==> config.mk <==
export PLATFORM = sky130hd
export DESIGN_NAME = key_debounce
export DESIGN_NICKNAME = d
export VERILOG_FILES = /design/src/rtl/key_pkg.sv /design/src/rtl/debounce_chan.sv /design/src/rtl/key_debounce.sv
export SDC_FILE = /design/constraint.sdc
export NUM_CORES = 1
export LEC_CHECK = 0
export ABC_AREA = 0
export BUFFER_PORTS_ARGS = -buffer_cell sky130_fd_sc_hd__buf_2
export CAP_MARGIN = 10
export CORE_MARGIN = 1.5
export CORE_UTILIZATION = 53
export DETAILED_ROUTE_END_ITERATION = 7
export MAX_ROUTING_LAYER = met4
export PLACE_DENSITY_LB_ADDON = 0.3
export SLEW_MARGIN = 20
export SYNTH_ARGS = -nofsm -noshare
export SYNTH_HDL_FRONTEND = slang
export SYNTH_SLANG_ARGS = --single-unit
==> constraint.sdc <==
create_clock -name clk -period 2.3 [get_ports clk]
set_input_delay 0.46 -clock clk [delete_from_list [all_inputs] [get_ports clk]]
set_output_delay 0.46 -clock clk [all_outputs]
set_load 0.01 [all_outputs]
==> src/rtl/key_pkg.sv <==
// Shared definitions for the push-button/switch debouncer: default timing
// constants, the per-channel counter width helper and the channel state type.
package key_pkg;

    // 1 ms sample period at 50 MHz, and 20 ms of agreement before a flip.
    localparam int TICK_DIV_DEF     = 50000;
    localparam int STABLE_TICKS_DEF = 20;

    // Counter must hold values 0..stable_ticks.
    function automatic int cnt_width(input int stable_ticks);
        return $clog2(stable_ticks + 1);
    endfunction

    typedef enum logic {
        STABLE  = 1'b0,
        PENDING = 1'b1
    } deb_state_t;

endpackage

==> src/rtl/debounce_chan.sv <==
// One debounce channel: two-flop synchroniser, STABLE/PENDING state machine
// with a small agreement counter, registered level and edge pulses.
module debounce_chan
    import key_pkg::*;
#(
    parameter int   STABLE_TICKS = STABLE_TICKS_DEF,
    parameter logic INIT_LEVEL   = 1'b0
) (
    input  logic clk,
    input  logic rst,
    input  logic i_tick,
    input  logic i_key,
    output logic o_level,
    output logic o_rise,
    output logic o_fall
);

    localparam int CNT_W = cnt_width(STABLE_TICKS);

    logic             r_s1;
    logic             r_s2;
    deb_state_t       r_state;
    logic [CNT_W-1:0] r_cnt;
    logic             r_level;
    logic             r_rise;
    logic             r_fall;

    deb_state_t       w_state_nxt;
    logic [CNT_W-1:0] w_cnt_nxt;
    logic             w_flip;
    logic             w_differs;

    assign w_differs = (r_s2 != r_level);

    // State, counter, synchroniser and output registers; reset wins over all.
    always_ff @(posedge clk) begin
        if (rst) begin
            r_s1    <= INIT_LEVEL;
            r_s2    <= INIT_LEVEL;
            r_state <= STABLE;
            r_cnt   <= '0;
            r_level <= INIT_LEVEL;
            r_rise  <= 1'b0;
            r_fall  <= 1'b0;
        end else begin
            r_s1    <= i_key;
            r_s2    <= r_s1;
            r_state <= w_state_nxt;
            r_cnt   <= w_cnt_nxt;
            r_level <= r_level ^ w_flip;
            r_rise  <= w_flip & ~r_level;
            r_fall  <= w_flip & r_level;
        end
    end

    // Next-state logic: only sample-tick cycles can advance the machine.
    always_comb begin
        w_state_nxt = r_state;
        w_cnt_nxt   = r_cnt;
        w_flip      = 1'b0;
        if (i_tick) begin
            case (r_state)
                STABLE: begin
                    if (w_differs) begin
                        if (STABLE_TICKS == 1) begin
                            w_flip = 1'b1;
                        end else begin
                            w_cnt_nxt   = CNT_W'(1);
                            w_state_nxt = PENDING;
                        end
                    end
                end
                PENDING: begin
                    if (!w_differs) begin
                        // Bounce: input fell back before the run completed.
                        w_cnt_nxt   = '0;
                        w_state_nxt = STABLE;
                    end else if (r_cnt == CNT_W'(STABLE_TICKS - 1)) begin
                        w_flip      = 1'b1;
                        w_cnt_nxt   = '0;
                        w_state_nxt = STABLE;
                    end else begin
                        w_cnt_nxt = r_cnt + 1'b1;
                    end
                end
                default: begin
                    w_cnt_nxt   = '0;
                    w_state_nxt = STABLE;
                end
            endcase
        end
    end

    assign o_level = r_level;
    assign o_rise  = r_rise;
    assign o_fall  = r_fall;

endmodule

==> src/rtl/key_debounce.sv <==
// Input conditioning for the board buttons/switch: one shared sample-tick
// divider feeding N_CH independent debounce channels.
module key_debounce
    import key_pkg::*;
#(
    parameter int   N_CH         = 3,
    parameter int   TICK_DIV     = TICK_DIV_DEF,
    parameter int   STABLE_TICKS = STABLE_TICKS_DEF,
    parameter logic INIT_LEVEL   = 1'b0
) (
    input  logic            clk,
    input  logic            rst,
    input  logic [N_CH-1:0] key_in,
    output logic [N_CH-1:0] key_level,
    output logic [N_CH-1:0] key_rise,
    output logic [N_CH-1:0] key_fall,
    output logic            tick_out
);

    localparam int DIV_W = $clog2(TICK_DIV);

    logic [DIV_W-1:0] r_div;
    logic             w_tick;

    // Tick is a decode of the terminal count, so it is low while in reset.
    assign w_tick   = (r_div == DIV_W'(TICK_DIV - 1));
    assign tick_out = w_tick;

    // Free-running divider 0..TICK_DIV-1.
    always_ff @(posedge clk) begin
        if (rst) begin
            r_div <= '0;
        end else if (w_tick) begin
            r_div <= '0;
        end else begin
            r_div <= r_div + 1'b1;
        end
    end

    for (genvar g = 0; g < N_CH; g++) begin : g_chan
        debounce_chan #(
            .STABLE_TICKS (STABLE_TICKS),
            .INIT_LEVEL   (INIT_LEVEL)
        ) u_chan (
            .clk     (clk),
            .rst     (rst),
            .i_tick  (w_tick),
            .i_key   (key_in[g]),
            .o_level (key_level[g]),
            .o_rise  (key_rise[g]),
            .o_fall  (key_fall[g])
        );
    end

endmodule

==> results.sh, run 1 <==
export IMPL_vias=1865
export IMPL_tightest_slew_ns=0.437
export IMPL_die_h_um=68.8
export IMPL_finalCritPeriodShare=0.978
export IMPL_maxSlewViolCount=0
export IMPL_clock_sinks=49
export IMPL_dp_hpwl_mm=3.07
export IMPL_syn2layout_area_growth_pct=13.5
export IMPL_root_buffer="clkbuf_8"
export IMPL_initial_core_util=0.562
export IMPL_setup_ws_ns=0.0503
export IMPL_p_clk_frac=0.374
export IMPL_fp_row_count=23
export IMPL_crit_required_ns=1.84
export IMPL_syn_area_per_cell_um2=8.80
export IMPL_rsz0062_at_grt="yes"
export IMPL_place_ws_ns=0.0731
export IMPL_p_comb_frac=0.032
export IMPL_fillers=362
export IMPL_drv_cap=0
export IMPL_crit_chain="or4_1 -> or4_4 -> inv_8 -> buf_6"
export IMPL_power_total_mw=1.45
export IMPL_max_slew_margin=0.708
export IMPL_layout_common_cells="dfxtp_1 (47), nor2_1 (20), buf_4 (17)"
export IMPL_io_pin_count=15
export IMPL_yosysSeqAreaShare=0.427
export IMPL_antenna_found_initial=0
export IMPL_drc=0
export IMPL_gp_congestion=0.843
export IMPL_fp_dieW_um=68.8
export IMPL_grt_pass1_vias=1689
export IMPL_synthesis_area_um2=2300
export IMPL_status="finished clean"
export IMPL_gr_total_overflow=0
export IMPL_synthFlopType="dfxtp_1"
export IMPL_p_switching_mw=0.308
export IMPL_ys_types=38
export IMPL_drt_iter0_markers=168
export IMPL_clk_latency_ns=0.30
export IMPL_skew_ns=0.0107
export IMPL_hold_viol_final=0
export IMPL_setup_worst_path_end_class="primary output"
export IMPL_htree_levels=2
export IMPL_synth_seq_cells=49
export IMPL_syn_nets=276
export IMPL_path_max_fanout=6
export IMPL_dpl_instance_area_um2=2420
export IMPL_setup_viol=0
export IMPL_drtAntennaViolNets=0
export IMPL_wirelength_mm=4.42
export IMPL_layout_commonest_cell="dfxtp_1"
export IMPL_grt_use_total=0.215
export IMPL_period_needed_ns=2.25
export IMPL_syn_inst=261
export IMPL_cts_path_max_buffers=2
export IMPL_power_leakage_nw=0.983
export IMPL_port_buffers=14
export IMPL_synth_warnings=0
export IMPL_ir_drop_uv=501
export IMPL_worstSetupStartpointType="flip-flop"
export IMPL_diodes=0
export IMPL_min_path_type="in -> reg"
export IMPL_postSynth_asyncResetShare=0
export IMPL_grt_max_degree=24
export IMPL_grt_pass1_wl_mm=7.47
export IMPL_cp_slowest_cell="or4_1"
export IMPL_power_density_nw_per_um2=558
export IMPL_path_class="reg -> out"
export IMPL_clock_fmax_mhz=445
export IMPL_fp_dieArea_um2=4740
export IMPL_seq_power_share=0.593
export IMPL_synth_edf_count=0
export IMPL_cts_buffers=5
export IMPL_fin_nets=295
export IMPL_critPathArrivalTime_ns=1.79
export IMPL_drt_pass1_iterations=4
export IMPL_avgViaCountPerCell=5.63
export IMPL_stdcell_area_um2=2610
export IMPL_routedWlPerCell_um=13.4
export IMPL_p_int_mw=1.15
export IMPL_core_area_um2=4090
export IMPL_clkTransAtPathRegs_ns=0.08
export IMPL_drive_above_1_share=0.178
export IMPL_cts_tree="yes"
export IMPL_p_sw_frac=0.212
export IMPL_slowest_delay_ns=0.51
==> critical path, delay by kind of cell, from the launching register on <==
family / cells / cell delay [ns]
buffers and inverters: 2 / 0.18
and+or+nand+nor: 2 / 1.00
DFF: 1 / 0.31
==> Yosys cell counts, drive strengths merged, types with 3 or more instances <==
cell	count	area, um^2
dfxtp	49	981
nor2	20	75.1
inv	17	63.8
nand3	15	75.1
nand2	13	48.8
nand4	12	75.1
nor2b	12	75.1
a21oi	11	55.1
buf	11	77.6
ha	10	125
clkbuf	9	33.8
xor2	9	78.8
nor3	7	35.0
o21ai	7	35.0
xnor2	7	61.3
and3	6	37.5
or4	6	45.0
a211oi	5	37.5
a31oi	4	25.0
o211ai	4	30.0
mux2i	3	30.0
nor3b	3	22.5
o32ai	3	26.3
==> through the flow <==
| stage | TNS [ns] | hold WS (ns) | instances | utilization |
|---|---|---|---|---|
| final | 0 | 0.373 | 331 | 0.638 |
| after global routing | -0.0394 | 0.363 | 331 | 0.638 |
| after CTS | -0.0207 | 0.365 | 328 | 0.626 |
| after detailed placement | 0 | 0.428 | 319 | 0.593 |
| after global placement | 0 | 0.418 | 319 | 0.593 |
| after floorplan | 0 | 0.414 | 261 | - |
==> timing repair <==
item	in CTS	in global routing
buffers inserted	1	4
pin swaps	2	1
gates resized for setup	8	5
setup endpoints to repair	1	12
hold buffers	0	0
==> area by class of cell <==
class / instances / area (um^2) / share of cell area
clock buffer: 7 / 96.3 / 0.0369
clock inverter: 1 / 5.00 / 0.00192
inverter: 17 / 71.3 / 0.0274
multi-input combinational: 175 / 1170 / 0.450
sequential: 49 / 983 / 0.377
tap: 50 / 62.6 / 0.0240
timing repair buffer: 32 / 215 / 0.0825
==> state kept, by name (all words and copies together), names as in the netlist <==
signal and cells:
g_chan.u_chan.o_rise 3, g_chan.u_chan.r_cnt 15, g_chan.u_chan.o_fall 3, g_chan.u_chan.o_level 3, g_chan.u_chan.r_s2 3, g_chan.u_chan.r_state 3, r_div 16, g_chan.u_chan.r_s1 3
==> path summary, 6_finish.rpt <==
path,slack (ns),depth (start not counted),startpoint,to
worst max-delay path,0.05,4,r_div[7]$_SDFF_PP0_,tick_out
worst min-delay path,0.37,2,key_in[2],g_chan[2].u_chan.r_s1$_SDFF_PP0_
worst max register to register,0.06,5,r_div[7]$_SDFF_PP0_,g_chan[2].u_chan.r_cnt[4]$_SDFFE_PP0P_
worst min register to register,0.43,1,r_div[0]$_SDFF_PP0_,r_div[0]$_SDFF_PP0_
==> layer usage <==
layer / vias up / routed length, um / GRT usage
li1: 955 / - / -
met1: 865 / 2170 / 0.275
met2: 39 / 2010 / 0.331
met3: 6 / 170 / 0.0455
met4: 0 / 61 / 0.0858
met5: - / 0 / -
==> logic make-up (layout without fill, tap and decap cells) <==
group | after synthesis | count (layout) | synth area share
compound gates | 40 | 40 | 0.114
fa+ha+maj | 10 | 10 | 0.0545
xor+xnor | 16 | 16 | 0.0610
mux | 3 | 3 | 0.0131
simple gates | 106 | 106 | 0.254
buf+inv | 37 | 57 | 0.0762
flops | 49 | 49 | 0.427
==> power groups by stage <==
| stage | clock network, mW | registers (mW) | logic [mW] |
|---|---|---|---|
| after floorplan | 0 | 0.882 | 0.0287 |
| after global placement | 0 | 0.882 | 0.0459 |
| after detailed placement | 0 | 0.882 | 0.0464 |
| after CTS | 0.562 | 0.862 | 0.0465 |
| after global routing | 0.593 | 0.864 | 0.0525 |
| final | 0.545 | 0.863 | 0.0470 |
(Power assumes the default switching activity.)
==> run 2: changes to the inputs <==
- CAP_MARGIN: 10 -> default
- clock period: 2.3 -> 1.8 ns (I/O delays scaled with it)
==> run 2 against run 1 <==
Effect of this change:
- the flow now finishes with violations (setup timing)
- wire length is 25% higher
- sequential power is 27% higher
- first-iteration DRC count is 4.8% lower
- flip-flop and latch count stayed put
- critical path type unchanged
- final cell count is 6.0% higher
==> results.sh, run 2 (synthesis results as in run 1) <==
export IMPL_crit_chain="or4_1 -> or4_4 -> inv_8 -> buf_6"
export IMPL_layout_commonest_cell="dfxtp_1"
export IMPL_die_h_um=68.8
export IMPL_hold_viol_final=0
export IMPL_root_buffer="clkbuf_8"
export IMPL_whs_ns=0.251
export IMPL_drt_pass1_iterations=4
export IMPL_syn2layout_area_growth_pct=32.2
export IMPL_fp_dieW_um=68.8
export IMPL_maxSlewViolCount=0
export IMPL_fp_row_count=23
export IMPL_grt_max_degree=34
export IMPL_setup_viol=43
export IMPL_path_max_fanout=3
export IMPL_finalCritPeriodShare=1.23
export IMPL_min_path_type="in -> reg"
export IMPL_initial_core_util=0.562
export IMPL_tightest_slew_ns=0.533
export IMPL_drc=0
export IMPL_largest_register_ffs=16
export IMPL_worstSetupStartpointType="flip-flop"
export IMPL_port_buffers=14
export IMPL_drv_cap=0
export IMPL_vias=2059
export IMPL_reg_top3="r_div (16), g_chan.u_chan.r_cnt (15)"
export IMPL_fin_nets=315
export IMPL_cts_path_max_buffers=2
export IMPL_ir_drop_uv=441
export IMPL_clock_sinks=49
export IMPL_final_util=0.743
export IMPL_cts_buffers=5
export IMPL_drive_above_1_share=0.342
export IMPL_finalNonFillerCells=351
export IMPL_slowest_delay_ns=0.51
export IMPL_dp_hpwl_mm=3.20
export IMPL_grt_pass1_vias=1808
export IMPL_crit_required_ns=1.44
export IMPL_power_total_mw=1.87
export IMPL_rsz0062_at_grt="yes"
export IMPL_fp_dieArea_um2=4740
export IMPL_dpl_instance_area_um2=2610
export IMPL_io_pin_count=15
export IMPL_power_density_nw_per_um2=616
export IMPL_routedWlPerCell_um=15.8
export IMPL_grt_use_total=0.235
export IMPL_max_slew_margin=0.640
export IMPL_gr_total_overflow=0
export IMPL_setup_tns_ns=-11.54
export IMPL_cp_slowest_cell="or4_1"
export IMPL_status="complete, but fails checks"
export IMPL_layout_common_cells="dfxtp_1 (48), buf_4 (24), inv_1 (16)"
export IMPL_path_class="reg -> out"
export IMPL_grt_pass1_wl_mm=7.98
export IMPL_period_needed_ns=2.21
export IMPL_setup_ws_ns=-0.406
export IMPL_clock_fmax_mhz=453
export IMPL_antenna_found_initial=0
export IMPL_cts_tree="yes"
export IMPL_gp_congestion=0.827
export IMPL_diodes=0
export IMPL_stdcell_area_um2=3040
export IMPL_violations="setup timing"
export IMPL_clk_latency_ns=0.32
export IMPL_place_ws_ns=-0.319
export IMPL_clkTransAtPathRegs_ns=0.10
export IMPL_top_register="r_div"
export IMPL_critPathTopFamily="simple AND/OR/NAND/NOR gates"
export IMPL_htree_levels=2
export IMPL_drt_iter0_markers=160
export IMPL_avgViaCountPerCell=5.87
export IMPL_power_leakage_nw=1.14
export IMPL_skew_ns=0.00555
export IMPL_drtAntennaViolNets=0
export IMPL_core_area_um2=4090
export IMPL_critPathArrivalTime_ns=1.85
export IMPL_post_place_cells=336
export IMPL_setup_worst_path_end_class="primary output"
export IMPL_wirelength_mm=5.54
export IMPL_cp_buffers_inverters=2
run 2: per-layer routing:
| layer | up-vias | share of wire | GRT usage |
|---|---|---|---|
| met5 | - | 0 | - |
| met4 | 0 | 0.032 | 0.0980 |
| li1 | 992 | - | - |
| met2 | 50 | 0.51 | 0.368 |
| met3 | 15 | 0.041 | 0.0731 |
| met1 | 1002 | 0.42 | 0.282 |
run 2: what timing repair did:
action	CTS	global route
setup endpoints to repair	36	43
gates resized for setup	18	53
pin swaps	15	23
setup buffers	6	3
hold buffers	0	0
run 2: area by class of cell:
cell class / instances / area, um^2
Sequential cell: 49 / 982
Timing Repair Buffer: 52 / 439
Multi-Input combinational cell: 175 / 1390
Fill cell: 267 / 1050
Inverter: 17 / 71.3
Tap cell: 50 / 62.6
Clock buffer: 5 / 68.8
Clock inverter: 3 / 22.5
run 2: where the power goes:
part | leakage, nW | internal, mW | switching [mW]
clock | 0.0481 | 0.276 | 0.404
combinational | 0.697 | 0.0370 | 0.0529
sequential | 0.397 | 1.10 | 0.00599
run 2: final timing paths:
kind | depth (start not counted) | slack (ns) | endpoint | start
max reg2reg | 5 | -0.40 | g_chan[2].u_chan.r_cnt[1]$_SDFFE_PP0P_ | r_div[12]$_SDFF_PP0_
min reg2reg | 1 | 0.46 | g_chan[0].u_chan.r_s2$_SDFF_PP0_ | g_chan[0].u_chan.r_s1$_SDFF_PP0_
max | 4 | -0.41 | tick_out | r_div[12]$_SDFF_PP0_
min | 2 | 0.25 | g_chan[1].u_chan.r_s1$_SDFF_PP0_ | key_in[1]
